### config.mk
export PLATFORM = sky130hd
export DESIGN_NAME = alu_vec_sequencer_flat
export DESIGN_NICKNAME = d
export VERILOG_FILES = /design/src/rtl/alu_vec_if.sv /design/src/rtl/alu_vec_sequencer.sv /design/src/flat_wrapper.sv
export SDC_FILE = /design/constraint.sdc
export NUM_CORES = 1
export LEC_CHECK = 0
export CAP_MARGIN = 30
export CORE_AREA = 2 2 93 95
export CTS_BUF_LIST = sky130_fd_sc_hd__clkbuf_4 sky130_fd_sc_hd__clkbuf_8
export DETAILED_ROUTE_END_ITERATION = 7
export DIE_AREA = 0 0 95 97
export MAX_ROUTING_LAYER = met4
export PLACE_DENSITY = 0.86
export SYNTH_ARGS = -nofsm -noshare
export SYNTH_HDL_FRONTEND = slang
export SYNTH_SLANG_ARGS = --single-unit
export TNS_END_PERCENT = 20
### constraint.sdc
create_clock -name clk -period 3.1 [get_ports clk]
set_input_delay 0.465 -clock clk [delete_from_list [all_inputs] [get_ports clk]]
set_output_delay 0.465 -clock clk [all_outputs]
set_load 0.02 [all_outputs]
### src/rtl/alu_vec_if.sv
// Handshake and ALU-facing bus bundle for alu_vec_sequencer.
// Vectors are packed as [lane][bit] so that lane slicing matches the ALU.
interface alu_vec_if #(
  parameter int WIDTH = 4,
  parameter int n_alu = 4,
  parameter int SEL_W = 3
);
  logic                         cmd_valid, cmd_ready;
  logic [n_alu-1:0][WIDTH-1:0]  cmd_a, cmd_b;
  logic [SEL_W-1:0]             cmd_sel;

  logic [n_alu-1:0][WIDTH-1:0]  alu_a, alu_b, alu_out;
  logic [SEL_W-1:0]             alu_sel;
  logic [n_alu-1:0]             alu_carry, alu_gt, alu_eq, alu_lt;

  logic                         rsp_valid, rsp_ready, rsp_err;
  logic [n_alu-1:0][WIDTH-1:0]  rsp_data;
  logic [n_alu-1:0]             rsp_carry, rsp_gt, rsp_eq, rsp_lt;

  modport master (
    input  cmd_valid, cmd_a, cmd_b, cmd_sel,
           alu_out, alu_carry, alu_gt, alu_eq, alu_lt, rsp_ready,
    output cmd_ready, alu_a, alu_b, alu_sel,
           rsp_valid, rsp_data, rsp_carry, rsp_gt, rsp_eq, rsp_lt, rsp_err
  );

  modport slave (
    output cmd_valid, cmd_a, cmd_b, cmd_sel,
           alu_out, alu_carry, alu_gt, alu_eq, alu_lt, rsp_ready,
    input  cmd_ready, alu_a, alu_b, alu_sel,
           rsp_valid, rsp_data, rsp_carry, rsp_gt, rsp_eq, rsp_lt, rsp_err
  );
endinterface

### src/rtl/alu_vec_sequencer.sv
// Single-outstanding command sequencer for the vectorial ALU: accept, wait
// ALU_LAT cycles, capture result and flags, hand back on the response port.
module alu_vec_sequencer #(
  parameter int WIDTH   = 4,
  parameter int n_alu   = 4,
  parameter int SEL_W   = 3,
  parameter int ALU_LAT = 1,
  parameter int OPC_W   = 16
) (
  input  logic             clk,
  input  logic             rst,
  alu_vec_if.master        io,
  output logic [OPC_W-1:0] op_count
);
  typedef enum logic [1:0] {S_IDLE, S_WAIT, S_RESP} state_t;

  localparam logic [3:0] LAT = 4'(ALU_LAT);

  state_t           state, nxt;
  logic [3:0]       lat_cnt;
  logic [n_alu-1:0] lane_err;
  logic             accept, capture, retire;

  assign accept  = (state == S_IDLE) && io.cmd_valid && io.cmd_ready;
  assign capture = (state == S_WAIT) && (lat_cnt == 4'd0);
  assign retire  = (state == S_RESP) && io.rsp_ready;

  // Exactly one of gt/eq/lt must be set per lane; anything else is flagged.
  for (genvar g = 0; g < n_alu; g++) begin : g_lane
    assign lane_err[g] = ({1'b0, io.alu_gt[g]} + {1'b0, io.alu_eq[g]}
                        + {1'b0, io.alu_lt[g]}) != 2'd1;
  end

  always_ff @(posedge clk or negedge rst) begin
    if (!rst) state <= S_IDLE;
    else      state <= nxt;
  end

  always_comb begin
    nxt = state;
    case (state)
      S_IDLE:  if (accept)  nxt = S_WAIT;
      S_WAIT:  if (capture) nxt = S_RESP;
      S_RESP:  if (retire)  nxt = S_IDLE;
      default: nxt = S_IDLE;
    endcase
  end

  // Handshake outputs are registered from the next state so that cmd_ready
  // stays low through reset and rises one cycle after release.
  always_ff @(posedge clk or negedge rst) begin
    if (!rst) begin
      io.cmd_ready <= 1'b0;
      io.rsp_valid <= 1'b0;
      io.alu_a     <= '0;
      io.alu_b     <= '0;
      io.alu_sel   <= '0;
      io.rsp_data  <= '0;
      io.rsp_carry <= '0;
      io.rsp_gt    <= '0;
      io.rsp_eq    <= '0;
      io.rsp_lt    <= '0;
      io.rsp_err   <= 1'b0;
      lat_cnt      <= '0;
      op_count     <= '0;
    end else begin
      io.cmd_ready <= (nxt == S_IDLE);
      io.rsp_valid <= (nxt == S_RESP);
      if (accept) begin
        io.alu_a   <= io.cmd_a;
        io.alu_b   <= io.cmd_b;
        io.alu_sel <= io.cmd_sel;
        lat_cnt    <= LAT;
      end else if (state == S_WAIT && lat_cnt != 4'd0) begin
        lat_cnt <= lat_cnt - 4'd1;
      end
      if (capture) begin
        io.rsp_data  <= io.alu_out;
        io.rsp_carry <= io.alu_carry;
        io.rsp_gt    <= io.alu_gt;
        io.rsp_eq    <= io.alu_eq;
        io.rsp_lt    <= io.alu_lt;
        io.rsp_err   <= |lane_err;
      end
      if (retire) op_count <= op_count + 1'b1;
    end
  end
endmodule

### src/flat_wrapper.sv
// flat-port wrapper written by rule: the top's interface ports become plain ports
module alu_vec_sequencer_flat 
#(
  parameter int WIDTH   = 4,
  parameter int n_alu   = 4,
  parameter int SEL_W   = 3,
  parameter int ALU_LAT = 1,
  parameter int OPC_W   = 16
)
  (clk, rst, op_count, io_cmd_valid, io_cmd_a, io_cmd_b, io_cmd_sel, io_alu_out, io_alu_carry, io_alu_gt, io_alu_eq, io_alu_lt, io_rsp_ready, io_cmd_ready, io_alu_a, io_alu_b, io_alu_sel, io_rsp_valid, io_rsp_data, io_rsp_carry, io_rsp_gt, io_rsp_eq, io_rsp_lt, io_rsp_err);
  alu_vec_if #(.WIDTH(WIDTH), .n_alu(n_alu), .SEL_W(SEL_W)) io_i ();
  input  logic clk;
  input  logic rst;
  output logic [OPC_W-1:0] op_count;
  input wire logic [$bits(io_i.cmd_valid)-1:0] io_cmd_valid;
  input wire logic [$bits(io_i.cmd_a)-1:0] io_cmd_a;
  input wire logic [$bits(io_i.cmd_b)-1:0] io_cmd_b;
  input wire logic [$bits(io_i.cmd_sel)-1:0] io_cmd_sel;
  input wire logic [$bits(io_i.alu_out)-1:0] io_alu_out;
  input wire logic [$bits(io_i.alu_carry)-1:0] io_alu_carry;
  input wire logic [$bits(io_i.alu_gt)-1:0] io_alu_gt;
  input wire logic [$bits(io_i.alu_eq)-1:0] io_alu_eq;
  input wire logic [$bits(io_i.alu_lt)-1:0] io_alu_lt;
  input wire logic [$bits(io_i.rsp_ready)-1:0] io_rsp_ready;
  output wire logic [$bits(io_i.cmd_ready)-1:0] io_cmd_ready;
  output wire logic [$bits(io_i.alu_a)-1:0] io_alu_a;
  output wire logic [$bits(io_i.alu_b)-1:0] io_alu_b;
  output wire logic [$bits(io_i.alu_sel)-1:0] io_alu_sel;
  output wire logic [$bits(io_i.rsp_valid)-1:0] io_rsp_valid;
  output wire logic [$bits(io_i.rsp_data)-1:0] io_rsp_data;
  output wire logic [$bits(io_i.rsp_carry)-1:0] io_rsp_carry;
  output wire logic [$bits(io_i.rsp_gt)-1:0] io_rsp_gt;
  output wire logic [$bits(io_i.rsp_eq)-1:0] io_rsp_eq;
  output wire logic [$bits(io_i.rsp_lt)-1:0] io_rsp_lt;
  output wire logic [$bits(io_i.rsp_err)-1:0] io_rsp_err;
  assign io_i.cmd_valid = io_cmd_valid;
  assign io_i.cmd_a = io_cmd_a;
  assign io_i.cmd_b = io_cmd_b;
  assign io_i.cmd_sel = io_cmd_sel;
  assign io_i.alu_out = io_alu_out;
  assign io_i.alu_carry = io_alu_carry;
  assign io_i.alu_gt = io_alu_gt;
  assign io_i.alu_eq = io_alu_eq;
  assign io_i.alu_lt = io_alu_lt;
  assign io_i.rsp_ready = io_rsp_ready;
  assign io_cmd_ready = io_i.cmd_ready;
  assign io_alu_a = io_i.alu_a;
  assign io_alu_b = io_i.alu_b;
  assign io_alu_sel = io_i.alu_sel;
  assign io_rsp_valid = io_i.rsp_valid;
  assign io_rsp_data = io_i.rsp_data;
  assign io_rsp_carry = io_i.rsp_carry;
  assign io_rsp_gt = io_i.rsp_gt;
  assign io_rsp_eq = io_i.rsp_eq;
  assign io_rsp_lt = io_i.rsp_lt;
  assign io_rsp_err = io_i.rsp_err;
  alu_vec_sequencer #(.WIDTH(WIDTH), .n_alu(n_alu), .SEL_W(SEL_W), .ALU_LAT(ALU_LAT), .OPC_W(OPC_W)) u_core (.clk(clk), .rst(rst), .io(io_i), .op_count(op_count));
endmodule
==> reports/metrics.csv <==
stage,metric,value,unit
global_route,grt_use_total,18.17,%
setup_path,crit_required,3.33,ns
timing,setup_tns,0,ns
logic_synthesis,synthDominantCellAreaShare,60.33,%
detailed_routing,vias,2605,
clock_network,cts_buffers,9,
logic_synthesis,synthFlopType,dfrtp_1,
final_layout,drive_above_1_share,18.04,%
floorplan,die-area,0.009215,mm2
floorplan,row_count,33,
clock_network,ctsHoldBuffers,0,
final_layout,final_nets,511,
clock_network,worstSkewPairLatency,0.34,ns
timing,finalMaxSlewViolations,0,
floorplan,fp.dieH,97,um
logic_synthesis,synth_top_area_cell,dfrtp_1,
logic_synthesis,yosys.area_share.simple,8.197,%
logic_synthesis,synth.top_cells.by_count,"92 x dfrtp_1, 34 x mux2_2, 22 x nand2_1",
power_and_ir_drop,seqPwrFrac,36.8,%
clock_network,post_cts_resized,0,
detailed_routing,top_layer_used,met4,
setup_path,path_max_fanout,48,
logic_synthesis,synth-seq-area-share,60.33,%
timing,relSlewSlack,55.87,%
detailed_routing,drt-met1-wl,3462,um
clock_network,cts.path.max_buffers,2,
detailed_routing,via_per_inst,4.797,
final_layout,area_delta_synth_final,48.16,%
timing,worstMarginPinSlew,0.6619,ns
detailed_routing,wl_met2,3870,um
placement,post-dp-hpwl,6033,um
logic_synthesis,synth_edf_count,0,
placement,place_congestion,0.7755,
floorplan,core_area,0.008134,mm2
logic_synthesis,synth_area_leaders,"dfrtp_1 60%, mux2_2 10%, mux2_4 7.9%, xnor2_1 2.8%, nand2_1 2.2%",
logic_synthesis,syn_area,0.003816,mm2
timing,clock.fmax,489.2,MHz
setup_path,startpoint_type,flip-flop,
logic_synthesis,ys_ff_latch,92,
setup_path,cp.arrival,2.27,ns
logic_synthesis,synth.distinct_cells,32,
detailed_routing,wl_met3,573,um
final_layout,post-route-util,69.51,%
power_and_ir_drop,p_switching,1.950,mW
detailed_routing,routedWlPerCell,14.85,um
clock_network,post_cts_buffers,0,
logic_synthesis,yosysMostFrequentCell,dfrtp_1,
logic_synthesis,synth_fa_ha_area_share,3.082,%
detailed_routing,wl,8063,um
timing,hold_viol,0,
floorplan,io_pins,157,
clock_network,cts_tree,done,
detailed_routing,drt_iter0_markers,53,
outcome,status,"complete, no violations",
detailed_routing,ant_nets,0,
setup_path,crit_type,flip-flop to flip-flop,
logic_synthesis,post_synth.cell_area_avg,14.03,um2
logic_synthesis,synth_nets,350,
power_and_ir_drop,p_leak,2.520,nW
clock_network,clock_sinks,92,
logic_synthesis,synthArstFlopShare,100.0,%
timing,rsz0062_at_grt,false,
floorplan,die_width,95,um
power_and_ir_drop,intPower,3.560,mW
power_and_ir_drop,p_sw_share,35.38,%
global_route,grt_pass1_vias,2697,
power_and_ir_drop,ir_drop,0.4824,mV
logic_synthesis,ys_warn_count,0,
worst_hold_path,hold_path_class,input pin to asynchronous set/reset pin,
final_layout,antenna_cells,0,
job,cap_viol_max_count,0,
detailed_routing,drc,0,
power_and_ir_drop,power_frac_comb,49.9,%
global_route,grt_max_degree,49,
logic_synthesis,syn_inst,272,
logic_synthesis,synth_xor_area_share,4.131,%
timing,finClkSkew,0.009785,ns
clock_network,cts.clk_slew.worst_paths,0.09,ns
setup_path,crit_path_end_kind,flip-flop,
global_route,antenna_found_initial,0,
timing,hold_slack,0.09222,ns
timing,period_minus_slack,2.044,ns
timing,setup_violations,0,
detailed_routing,first_pass_iters,5,
global_route,overflow,0,
power_and_ir_drop,p_per_area,974.4,mW/mm2
placement,port_buffers,156,
logic_synthesis,synth_compound_gate_area_share,2.295,%
clock_network,htreeDepth,3,
global_route,grt_pass1_wl,12780,um
clock_network,root_buffer,clkbuf_8,
logic_synthesis,synth_top_family_by_area,multiplexers,
floorplan,start_util,46.92,%
logic_synthesis,synth_mux_area_share,18.49,%
power_and_ir_drop,pwr-share-clk,13.3,%
timing,min_period_over_period,65.94,%
[worst paths after layout]
path	slack, ns	depth (start not counted)	start	to
min in group clk	0.48	1	u_core.op_count[15]$_DFFE_PN0P_	u_core.op_count[15]$_DFFE_PN0P_
hold / removal	0.09	1	rst	u_core.io.alu_a[8]$_DFFE_PN0P_
hold reg to reg	0.48	1	u_core.op_count[15]$_DFFE_PN0P_	u_core.op_count[15]$_DFFE_PN0P_
setup / recovery	1.06	5	u_core.lat_cnt[0]$_DFFE_PN0P_	u_core.io.rsp_data[3]$_DFFE_PN0P_
setup reg to reg	1.06	5	u_core.lat_cnt[0]$_DFFE_PN0P_	u_core.io.rsp_data[3]$_DFFE_PN0P_
max in group asynchronous	2.27	2	rst	u_core.io.alu_b[7]$_DFFE_PN0P_
[kinds of logic (layout without fill, tap and decap cells)]
| group | count (synthesis) | in the layout |
|---|---|---|
| muxes | 56 | 56 |
| buffers and inverters | 24 | 190 |
| xor gates and xnor gates | 18 | 18 |
| and+or+nand+nor | 58 | 58 |
| adders and majority gates | 7 | 7 |
| DFF | 92 | 92 |
| AOI/OAI and AO/OA | 17 | 17 |
[area by class of cell]
class                           count  area, um2
Fill cell                         581       2480
Sequential cell                    92       2302
Timing Repair Buffer              159       1594
Multi-Input combinational cell    156       1388
Clock buffer                       11      145.1
Tap cell                          105      131.4
Inverter                           15      56.30
Clock inverter                      5      37.54
[power by group through the flow]
| stage | registers, mW | logic, mW | clock network (mW) |
|---|---|---|---|
| 4_1_cts | 2.03 | 2.79 | 0.754 |
| 6_report | 2.03 | 2.75 | 0.731 |
| 3_5_place_dp | 2.05 | 2.79 | 0 |
| 2_1_floorplan | 2.62 | 0.939 | 0 |
| 5_1_grt | 2.09 | 2.94 | 0.802 |
| 3_3_place_gp | 2.02 | 2.72 | 0 |
[layer usage]
layer	global-route usage, %	up-vias
met5	-	-
met4	6.355	0
met3	3.894	14
met2	29.57	102
met1	22.36	1254
li1	-	1235
[cell usage in the layout, fill, tap and decap left out, types with 6 or more instances in the layout]
cell type / instances
nor2_1: 8
xnor2_1: 12
mux2_4: 20
nand2_1: 22
clkbuf_8: 10
xor2_1: 6
mux2_2: 34
inv_1: 15
o21ai_1: 12
dfrtp_1: 92
clkdlybuf4s50_1: 155
nand3_1: 8
[flip-flops by register name, indices dropped and copies added (netlist names), 2 cells and up]
signal,flops
u_core.op_count,16
u_core.io.rsp_eq,4
u_core.io.rsp_carry,4
u_core.io.alu_a,16
u_core.io.alu_b,16
u_core.lat_cnt,4
u_core.io.rsp_data,16
u_core.io.rsp_lt,4
u_core.io.alu_sel,3
u_core.state,2
u_core.io.rsp_gt,4
[metrics by stage]
step / setup slack, ns / instances / power (mW) / instance area, um2
floorplan: 1.408 / 272 / 3.555 / 3816
global placement: 0.9288 / 527 / 4.744 / 5472
detailed placement: 0.8959 / 527 / 4.833 / 5472
CTS: 1.038 / 543 / 5.575 / 5654
global route: 0.9156 / 543 / 5.832 / 5654
finish: 1.056 / 543 / 5.510 / 5654
[worst max-delay path, stage by stage, from the launching register on]
cell	delay (ns)
dfrtp_1	0.38
inv_1	0.11
ha_1	0.15
or3b_4	0.39
nand2b_4	0.46
mux2_4	0.44
No activity file was read; power rests on OpenSTA's default activity.
